<file path="config.mk">
export PLATFORM = sky130hd
export DESIGN_NAME = gif_frame_loader
export DESIGN_NICKNAME = d
export VERILOG_FILES = /design/src/rtl/gif_loader_pkg.sv /design/src/rtl/ms_delay_timer.sv /design/src/rtl/gif_frame_loader.sv
export SDC_FILE = /design/constraint.sdc
export NUM_CORES = 1
export LEC_CHECK = 0
export ABC_AREA = 0
export CORE_ASPECT_RATIO = 0.6
export CORE_MARGIN = 10
export CORE_UTILIZATION = 40
export CTS_BUF_LIST = sky130_fd_sc_hd__clkbuf_8
export DETAILED_ROUTE_END_ITERATION = 6
export GPL_TIMING_DRIVEN = 0
export PLACE_DENSITY = 0.57
export SLEW_MARGIN = 20
export SYNTH_ARGS = -nofsm -noshare
export SYNTH_HDL_FRONTEND = slang
export SYNTH_SLANG_ARGS = --single-unit
</file>
<file path="constraint.sdc">
create_clock -name i_clk -period 3.3 [get_ports i_clk]
set_clock_uncertainty 0.1 [all_clocks]
set_input_delay 0.495 -clock i_clk [delete_from_list [all_inputs] [get_ports i_clk]]
set_output_delay 0.495 -clock i_clk [all_outputs]
set_load 0.01 [all_outputs]
</file>
<file path="src/rtl/gif_loader_pkg.sv">
// Shared constants for the GIF frame loader: loader state encoding and
// pixel RAM geometry.
package gif_loader_pkg;

   localparam int ADDR_W = 12;
   localparam int DATA_W = 16;

   localparam logic [2:0] S_HDR_LO = 3'd0;
   localparam logic [2:0] S_HDR_HI = 3'd1;
   localparam logic [2:0] S_PIX_HI = 3'd2;
   localparam logic [2:0] S_PIX_LO = 3'd3;
   localparam logic [2:0] S_WAIT   = 3'd4;

endpackage

</file>
<file path="src/rtl/ms_delay_timer.sv">
// Millisecond elapsed-time counter: a down-counting prescaler that bumps a
// saturating 16-bit ms count on each terminal count. start clears both.
module ms_delay_timer #(
   parameter int CLKS_PER_MS = 12000
) (
   input  logic        clk,
   input  logic        reset,
   input  logic        start,
   output logic [15:0] ms_elapsed
);

   localparam int PW = (CLKS_PER_MS > 1) ? $clog2(CLKS_PER_MS) : 1;
   localparam logic [PW-1:0] PRE_LOAD = PW'(CLKS_PER_MS - 1);

   logic [PW-1:0] pre_cnt;

   always_ff @(posedge clk) begin
      if (reset || start) begin
         pre_cnt    <= PRE_LOAD;
         ms_elapsed <= '0;
      end else if (pre_cnt == '0) begin
         pre_cnt <= PRE_LOAD;
         if (ms_elapsed != 16'hFFFF)
            ms_elapsed <= ms_elapsed + 16'd1;
      end else begin
         pre_cnt <= pre_cnt - 1'b1;
      end
   end

endmodule

</file>
<file path="src/rtl/gif_frame_loader.sv">
// Packs a delay-tagged byte stream into 16-bit pixel words for the panel RAM,
// then holds the stream until the frame's display delay has run out.
//
// state    | meaning
// S_HDR_LO | expect delay low byte
// S_HDR_HI | expect delay high byte; its acceptance restarts the ms timer
// S_PIX_HI | expect pixel high byte
// S_PIX_LO | expect pixel low byte; RAM write issued on the next cycle
// S_WAIT   | frame complete, stream held until ms_elapsed >= delay
module gif_frame_loader
   import gif_loader_pkg::*;
#(
   parameter int CLKS_PER_MS = 12000,
   parameter int FRAME_WORDS = 4096
) (
   input  logic              i_clk,
   input  logic              i_reset,
   input  logic [7:0]        i_byte,
   input  logic              i_byte_valid,
   output logic              o_byte_ready,
   output logic [ADDR_W-1:0] o_ram_addr,
   output logic [DATA_W-1:0] o_ram_data,
   output logic              o_ram_write_stb,
   output logic              o_frame_done
);

   localparam logic [ADDR_W-1:0] LAST_WORD = ADDR_W'(FRAME_WORDS - 1);

   logic [2:0]        state;
   logic [2:0]        state_nxt;
   logic [15:0]       delay;
   logic [7:0]        hi_byte;
   logic [ADDR_W-1:0] word_cnt;
   logic [15:0]       ms_elapsed;
   logic              accept;
   logic              timer_start;
   logic              delay_met;

   assign accept      = o_byte_ready && i_byte_valid;
   assign timer_start = accept && (state == S_HDR_HI);
   assign delay_met   = (ms_elapsed >= delay);

   ms_delay_timer #(
      .CLKS_PER_MS(CLKS_PER_MS)
   ) u_timer (
      .clk       (i_clk),
      .reset     (i_reset),
      .start     (timer_start),
      .ms_elapsed(ms_elapsed)
   );

   always_comb begin
      state_nxt = state;
      case (state)
         S_HDR_LO: if (accept) state_nxt = S_HDR_HI;
         S_HDR_HI: if (accept) state_nxt = S_PIX_HI;
         S_PIX_HI: if (accept) state_nxt = S_PIX_LO;
         S_PIX_LO: if (accept) state_nxt = (word_cnt == LAST_WORD) ? S_WAIT : S_PIX_HI;
         S_WAIT:   if (delay_met) state_nxt = S_HDR_LO;
         default:  state_nxt = S_HDR_LO;
      endcase
   end

   // Ready is registered from the next state so it is low out of reset and
   // drops exactly for the S_WAIT cycles.
   always_ff @(posedge i_clk) begin
      if (i_reset) begin
         state           <= S_HDR_LO;
         o_byte_ready    <= 1'b0;
         o_ram_addr      <= '0;
         o_ram_data      <= '0;
         o_ram_write_stb <= 1'b0;
         o_frame_done    <= 1'b0;
         word_cnt        <= '0;
         delay           <= '0;
         hi_byte         <= '0;
      end else begin
         state           <= state_nxt;
         o_byte_ready    <= (state_nxt != S_WAIT);
         o_ram_write_stb <= 1'b0;
         o_frame_done    <= 1'b0;
         case (state)
            S_HDR_LO: if (accept) delay[7:0]  <= i_byte;
            S_HDR_HI: if (accept) delay[15:8] <= i_byte;
            S_PIX_HI: if (accept) hi_byte     <= i_byte;
            S_PIX_LO: begin
               if (accept) begin
                  o_ram_addr      <= word_cnt;
                  o_ram_data      <= {hi_byte, i_byte};
                  o_ram_write_stb <= 1'b1;
                  if (word_cnt != LAST_WORD)
                     word_cnt <= word_cnt + 1'b1;
               end
            end
            S_WAIT: begin
               if (delay_met) begin
                  o_frame_done <= 1'b1;
                  word_cnt     <= '0;
               end
            end
            default: ;
         endcase
      end
   end

endmodule

</file>
# ---- Word level (Yosys, flattened, before mapping)
# Cells that the tools add are included.
# Widths: inputs -> output; s select.
dict set report totals {
  register_bits 100
  output_inout_bits 31
}
dict set report classes {
  add_sub_neg 3
  order_cmp 1
  eq_ne 11
  n_mux 13
  bitwise_logic 2
  n_reduce_logical 15
}
# op n
set op_table {}
lappend op_table {{$mux 12} 3}
lappend op_table {{$pmux 12 s2} 1}
lappend op_table {{$mux 3} 6}
lappend op_table {{$add 16x1->16 const B} 1}
lappend op_table {{$ge 16x16->1} 1}
lappend op_table {{$ne 16x16->1 const B} 1}
lappend op_table {{$pmux 3 s5} 1}
lappend op_table {{$logic_not 14->1} 1}
lappend op_table {{$sub 14x1->14 const B} 1}
lappend op_table {{$add 12x1->12 const B} 1}
lappend op_table {{$eq 12x12->1 const B} 1}
lappend op_table {{$ne 12x12->1 const B} 1}
lappend op_table {{$reduce_and 2->1} 5}
lappend op_table {{$eq 3x2->1 const B} 2}
lappend op_table {{$ne 2x2->1 const B} 3}
lappend op_table {{$reduce_or 2->1} 3}
lappend op_table {{$reduce_and 4->1} 1}
lappend op_table {{$eq 3x1->1 const B} 1}
lappend op_table {{$eq 3x3->1 const B} 1}
lappend op_table {{$logic_not 3->1} 1}
lappend op_table {{$ne 3x3->1 const B} 1}
lappend op_table {{$logic_and 1x1->1} 2}
lappend op_table {{$mux 1} 2}
lappend op_table {{$not 1->1} 2}
lappend op_table {{other kinds (2)} 2}

# ---- Longest topological paths before layout
# Gate-level depths: netlist of the first run.
dict set report depth {
  ltp_word 5
  depth_mapped 8
}

# ---- Hierarchy
# From an unflattened synthesis of the first run, not the netlist that was laid out.
dict set report hier_totals {
  cells_unflattened 516
  hier_area_um2 4565.6
}
# module instances cells_per_inst area_each_um2 seq_area_each_um2
set by_module_without_submodules {}
lappend by_module_without_submodules {gif_frame_loader 1 352 3143.0 1401.3}
lappend by_module_without_submodules {ms_delay_timer 1 164 1422.6 600.6}

# ---- Worst setup path before layout of the first run
# Ideal clock, no wire load.
dict set report synth_timing {
  kind {register to register}
  from {register u_timer.ms_elapsed[0]}
  to {register word_cnt[10]}
  setup_time_ns 0.078
  t_arrival_ns 1.947
  t_required_ns 3.122
  slack_ns 1.174
  stages_incl_launch_ff 9
  path_buffers 1
  cell_sequence {dfxtp_1 inv_1 ha_1 nand2b_1 a2111o_1 a32oi_1 a21oi_1 clkbuf_1 nor3_1}
}
dict set report synth_via {
  elab_chain_len 3
}
# element line_no
set synth_lines {}
lappend synth_lines {{from (decl)} ms_delay_timer.sv:9} ;# output logic [15:0] ms_elapsed
lappend synth_lines {{from (signal assigned)} ms_delay_timer.sv:24} ;# ms_elapsed <= ms_elapsed + 16'd1;
lappend synth_lines {{$ge 16x16->1} gif_frame_loader.sv:41} ;# assign delay_met = (ms_elapsed >= delay);
lappend synth_lines {{$ne 2x2->1 (no line)} n/a}
lappend synth_lines {{$reduce_and 4->1 (no line)} n/a}
lappend synth_lines {{to (signal assigned)} gif_frame_loader.sv:92} ;# word_cnt <= word_cnt + 1'b1;
lappend synth_lines {{to (decl)} gif_frame_loader.sv:33} ;# logic [ADDR_W-1:0] word_cnt;
# Every way passes these cells.
# A chain may end at the register's enable or synchronous reset.

# ---- Final worst setup path of the first run
dict set report layout_timing {
  from {register u_timer.ms_elapsed[0]}
  to {register word_cnt[5]}
}
# Same word-level chain as after synthesis.

==> flow_summary.json, run 1 <==
{
  "hold_violations": 0,
  "critical_path_class": "flop to flop",
  "diodes": 0,
  "cts_made_buffers": 9,
  "die_x_um": 156,
  "synth-async-reset-ratio_pct": 0,
  "ys.flop_type": "dfxtp_1",
  "min_period_ns": 2.64,
  "antenna_found_initial": 0,
  "clock_latency_ns": 0.36,
  "critPathArrivalTime_ns": 2.82,
  "core_mm2": 0.0107,
  "synth_top_cell_by_area": "dfxtp_1",
  "slew_viol_final": 0,
  "nets": 603,
  "power.share.switching_pct": 23.0,
  "power_frac_clock_pct": 38.4,
  "synth_top_area_share_pct": 44.9,
  "slew_headroom_pct": 35.2,
  "grt_pass1_vias": 3485,
  "grt_usage_pct": 14.4,
  "h-tree-depth": 3,
  "setup_violations": 0,
  "vias": 3641,
  "hold_buffers": 0,
  "regArea_mm2": 0.00200,
  "routabilityCongestion": 0.827,
  "setup_tns_ns": 0,
  "seq_area_frac_synth_pct": 44.9,
  "io_buffers": 40,
  "multi_input_area_mm2": 0.00227,
  "period_share_pct": 80.0,
  "clock.fmax_mhz": 379,
  "routed_wirelength_um": 10900,
  "synth_area_leaders": "dfxtp_1, nand2_1, xnor2_1, ha_1, a21oi_1",
  "ir_worst_vdd_mv": 0.210,
  "dr.pass1.iters": 4,
  "cts_buffer_depth": 2,
  "die_area_mm2": 0.0159,
  "ioPinCount": 42,
  "layout_common_cells": "dfxtp_1, nand2_1, a21oi_1, nor2_1, clkdlybuf4s50_1",
  "syn2layout_area_growth_pct": 17.4,
  "cts_setup_buffers": 0,
  "synth_nets": 552,
  "cap_violations": 0,
  "syn_inst": 522,
  "powerDensity_mw_per_mm2": 416,
  "synth_edf_count": 0,
  "hold_path.class": "flop to flop",
  "max_slew.worst_pin.slew_ns": 0.947,
  "initial_core_util_pct": 41.5,
  "p_sw_uw": 501,
  "ys_ff_latch": 100,
  "critPathRequiredTime_ns": 3.48,
  "placedCellCount": 701,
  "p_int_mw": 1.68,
  "root_buffer": "clkbuf_8",
  "critPathLaunchType": "flop",
  "rsz0062_at_grt": "false",
  "post-route-util_pct": 48.8,
  "nFillCells": 1046,
  "viasPerCell": 5.09,
  "clkTransAtPathRegs_ns": 0.09,
  "place_hpwl_um": 8180,
  "layout_commonest_cell": "dfxtp_1",
  "grt_max_degree": 16,
  "yosysWarnings": 0,
  "fin_cells": 715,
  "drive_gt1_share_pct": 4.86,
  "num_rows": 29,
  "avgRoutedWirePerCell_um": 15.3,
  "die_h_um": 102,
  "ys_types": 43,
  "cts_num_sinks": 100,
  "netlist_area_mm2": 0.00446,
  "ctsResizeCount": 0,
  "cellLeakagePower_nw": 1.70,
  "seqPwrFrac_pct": 56.3,
  "route.detailed.drc": 0,
  "grt_pass1_wl_um": 18500,
  "combPwrFrac_pct": 5.3,
  "end_kind": "flop",
  "drt_iter0_markers": 170,
  "critPathMaxFanout": 10,
  "status": "finished clean",
  "ant_nets": 0,
  "cts_tree": "done",
  "avgSynthCellArea_um2": 8.55,
  "overflow": 0
}
[cell usage after synthesis, drive strengths merged, types with 9 or more instances]
cell type  count
inv           22
nand4          9
mux2i         21
nor3          19
xnor2         30
ha            19
nand3         20
a2111oi        9
dfxtp        100
a21oi         47
nor2          45
clkbuf        18
nand2         98
[through the flow]
step           area, µm²  power [mW]  setup WS [ns]  hold WS (ns)
3_5_place_dp        5040        1.37          0.373         0.292
3_3_place_gp        5040        1.37          0.390         0.275
5_1_grt             5240        2.25          0.450         0.347
2_1_floorplan       4460        1.32           1.17         0.267
6_report            5240        2.18          0.660         0.312
4_1_cts             5240        2.20          0.687         0.314
[worst max-delay path: stages (launching register included)]
cell and delay, ns:
dfxtp_1 0.45, inv_1 0.08, ha_1 0.26, nand2b_1 0.14, a2111o_1 0.41, a32oi_1 0.42, a21oi_1 0.19, clkbuf_1 0.27
nor3_1 0.23
[per-layer routing]
| layer | wire length (µm) | GRT usage, % | part of all wire [%] |
|---|---|---|---|
| met5 | 0 | 0 | 0 |
| met4 | 38 | 2.82 | 0.35 |
| met3 | 668 | 4.66 | 6.1 |
| met2 | 4020 | 19.1 | 37 |
| met1 | 6200 | 21.8 | 57 |
[cell type report]
| class | count | area share (%) |
|---|---|---|
| Multi-Input combinational cell | 374 | 43.4 |
| Clock buffer | 9 | 2.36 |
| Clock inverter | 5 | 1.53 |
| Buffer | 26 | 1.96 |
| Tap cell | 139 | 3.32 |
| Sequential cell | 100 | 38.2 |
| Timing Repair Buffer | 40 | 7.64 |
| Inverter | 22 | 1.58 |
[cells by family after synthesis]
kind of cell    share of synthesized area [%]
simple gates                             25.0
flops                                    44.9
compound gates                           9.42
buf+inv                                  4.15
xor+xnor                                 6.48
mux                                      4.71
fa+ha+maj                                5.33
[path summary, 6_finish.rpt]
check,startpoint,to,slack (ns),depth (start not counted)
max,u_timer.ms_elapsed[0],word_cnt[5],0.66,8
min,u_timer.pre_cnt[0],u_timer.pre_cnt[0],0.31,1
max reg2reg,u_timer.ms_elapsed[0],word_cnt[5],0.66,8
min reg2reg,u_timer.pre_cnt[0],u_timer.pre_cnt[0],0.31,1
[flip-flops by register name (all words and copies together) (netlist names), 3 cells and up]
name / count
u_timer.pre_cnt: 14
state: 3
word_cnt: 12
delay: 16
u_timer.ms_elapsed: 16
o_ram_addr: 12
o_ram_data: 16
hi_byte: 8
[power groups by stage]
| stage | logic, mW | registers [mW] | clock network (mW) |
|---|---|---|---|
| final | 0.115 | 1.23 | 0.837 |
| after global placement | 0.113 | 1.25 | 0 |
| after detailed placement | 0.114 | 1.26 | 0 |
| after floorplan | 0.0689 | 1.25 | 0 |
| after global routing | 0.130 | 1.23 | 0.893 |
| after CTS | 0.115 | 1.23 | 0.855 |
Note: power is estimated with default switching activity, not from simulation.
==> run 2: changes to the inputs <==
--- a/config.mk
+++ b/config.mk
@@ -12,7 +12,7 @@
 export CTS_BUF_LIST = sky130_fd_sc_hd__clkbuf_8
 export DETAILED_ROUTE_END_ITERATION = 6
 export GPL_TIMING_DRIVEN = 0
-export PLACE_DENSITY = 0.57
+export PLACE_DENSITY = 0.59
 export SLEW_MARGIN = 20
 export SYNTH_ARGS = -nofsm -noshare
 export SYNTH_HDL_FRONTEND = slang
==> constraint.sdc (replaced) <==
create_clock -name i_clk -period 2.3 [get_ports i_clk]
set_clock_uncertainty 0.1 [all_clocks]
set_input_delay 0.345 -clock i_clk [delete_from_list [all_inputs] [get_ports i_clk]]
set_output_delay 0.345 -clock i_clk [all_outputs]
set_load 0.01 [all_outputs]
==> flow_summary.json, run 2 (synthesis gave the netlist of run 1 again) <==
{
  "cts_made_buffers": 9,
  "dr.pass1.iters": 4,
  "ir_worst_vdd_mv": 0.301,
  "clock.fmax_mhz": 457,
  "ioPinCount": 42,
  "powerDensity_mw_per_mm2": 567,
  "critical_path_class": "flop to flop",
  "grt_max_degree": 18,
  "route.detailed.drc": 0,
  "slew_viol_final": 0,
  "core_mm2": 0.0107,
  "critPathLaunchType": "flop",
  "root_buffer": "clkbuf_8",
  "cpPeakStageDelay_ns": 0.45,
  "cts_num_sinks": 100,
  "p_sw_uw": 776,
  "grt_pass1_wl_um": 18800,
  "power.share.switching_pct": 25.5,
  "layout_commonest_cell": "dfxtp_1",
  "vias": 3735,
  "hold_path_depth": 1,
  "overflow": 0,
  "slew_headroom_pct": 63.5,
  "cts_buffer_depth": 2,
  "path_cells": "inv_1 > ha_1 > nand2b_1 > a2111o_1 > a32oi_4 > a21oi_2 > buf_6 > nor3_1",
  "hold_violations": 0,
  "critPathArrivalTime_ns": 2.38,
  "cp_top_family": "compound AO/OA/AOI/OAI gates",
  "setup_violations": 0,
  "placedCellCount": 701,
  "initial_core_util_pct": 41.5,
  "max_slew.worst_pin.slew_ns": 0.534,
  "post-route-util_pct": 49.9,
  "drt_iter0_markers": 198,
  "antenna_found_initial": 0,
  "reg2reg_depth": 8,
  "diodes": 0,
  "routed_wirelength_um": 11300,
  "holdPathEnd": "u_timer.pre_cnt[0]",
  "combPwrFrac_pct": 6.7,
  "r2r_start": "u_timer.ms_elapsed[0]",
  "die_h_um": 102,
  "p_int_mw": 2.26,
  "io_buffers": 40,
  "r2r_end": "word_cnt[8]",
  "cts_tree": "done",
  "clkTransAtPathRegs_ns": 0.10,
  "path_buf_inv": 2,
  "power_frac_clock_pct": 35.4,
  "die_x_um": 156,
  "min_period_ns": 2.19,
  "h-tree-depth": 3,
  "viasPerCell": 5.16,
  "period_share_pct": 95.2,
  "critPathRequiredTime_ns": 2.50,
  "r2r_slack_ns": 0.11,
  "routabilityCongestion": 0.841,
  "status": "finished clean",
  "drive_gt1_share_pct": 8.38,
  "ant_nets": 0,
  "clock_latency_ns": 0.37,
  "cap_violations": 0,
  "hold_path.class": "flop to flop",
  "min_from": "u_timer.pre_cnt[0]",
  "avgRoutedWirePerCell_um": 15.6,
  "nets": 610,
  "fin_cells": 724,
  "syn2layout_area_growth_pct": 20.2,
  "cellLeakagePower_nw": 1.78,
  "num_rows": 29,
  "place_hpwl_um": 8310,
  "cp_slowest_cell": "a2111o_1",
  "grt_pass1_vias": 3579,
  "critPathMaxFanout": 10,
  "die_area_mm2": 0.0159,
  "top_regs": "delay x16, o_ram_data x16, u_timer.ms_elapsed x16",
  "grt_usage_pct": 14.6,
  "layout_common_cells": "dfxtp_1, nand2_1, a21oi_1, nor2_1, clkdlybuf4s50_1",
  "end_kind": "flop",
  "seqPwrFrac_pct": 57.9
}
## run 2: power groups by stage
stage / logic (mW) / clock network, mW / registers [mW]
3_3_place_gp: 0.162 / 0 / 1.80
6_report: 0.203 / 1.08 / 1.76
2_1_floorplan: 0.0989 / 0 / 1.80
4_1_cts: 0.185 / 1.11 / 1.76
3_5_place_dp: 0.164 / 0 / 1.80
5_1_grt: 0.223 / 1.17 / 1.76
## run 2: layout make-up
type	instances	area [µm²]
Tap cell	139	174
Buffer	25	116
Sequential cell	100	2010
Inverter	22	82.6
Multi-Input combinational cell	374	2340
Clock inverter	6	45.0
Clock buffer	10	138
Timing Repair Buffer	48	460
Fill cell	1029	5380
## run 2: per-stage QoR
stage	hold WS, ns	TNS (ns)	cell area, µm²	worst slack (ns)	power (mW)
2_1_floorplan	0.267	0	4460	0.174	1.90
3_3_place_gp	0.277	-18.34	5040	-0.447	1.96
3_5_place_dp	0.287	-20.80	5040	-0.519	1.96
4_1_cts	0.311	0	5280	0.00580	3.06
5_1_grt	0.321	-0.00480	5360	-0.00480	3.16
6_report	0.306	0	5360	0.111	3.04
## run 2: how the worst max path moves through the flow
stage                                       end  slack [ns]             startpoint  cells past startpoint
after floorplan                    word_cnt[10]        0.17  u_timer.ms_elapsed[0]                      8
after global placement            o_ram_data[8]       -0.45           i_byte_valid                      8
after detailed placement          o_ram_data[4]       -0.52           i_byte_valid                      8
after CTS                           word_cnt[8]       0.006              delay[15]                      8
after global routing      u_timer.ms_elapsed[7]      -0.005     u_timer.pre_cnt[0]                      8
final                               word_cnt[8]        0.11  u_timer.ms_elapsed[0]                      8
## run 2: timing repair
| action | in CTS | in global routing |
|---|---|---|
| pin swaps | 4 | 4 |
| hold buffers | 0 | 0 |
| setup endpoints to repair | 34 | 53 |
| setup buffers | 2 | 6 |
| gates resized for setup | 11 | 15 |
## run 2: routing by layer
| layer | track usage (%) | wire length (µm) | vias up |
|---|---|---|---|
| li1 | - | - | 1909 |
| met1 | 21.5 | 6180 | 1754 |
| met2 | 19.7 | 4430 | 68 |
| met3 | 4.87 | 656 | 4 |
| met4 | 3.39 | 38 | 0 |
| met5 | 0 | 0 | - |
==> run 3: changes to the inputs <==
--- a/config.mk
+++ b/config.mk
@@ -10,6 +10,7 @@
 export CORE_MARGIN = 10
 export CORE_UTILIZATION = 40
 export CTS_BUF_LIST = sky130_fd_sc_hd__clkbuf_8
+export CTS_CLUSTER_DIAMETER = 60
 export DETAILED_ROUTE_END_ITERATION = 6
 export GPL_TIMING_DRIVEN = 0
 export PLACE_DENSITY = 0.59
==> results of run 3 <==
Final layout, timing and power as in run 2 (identical DEF).
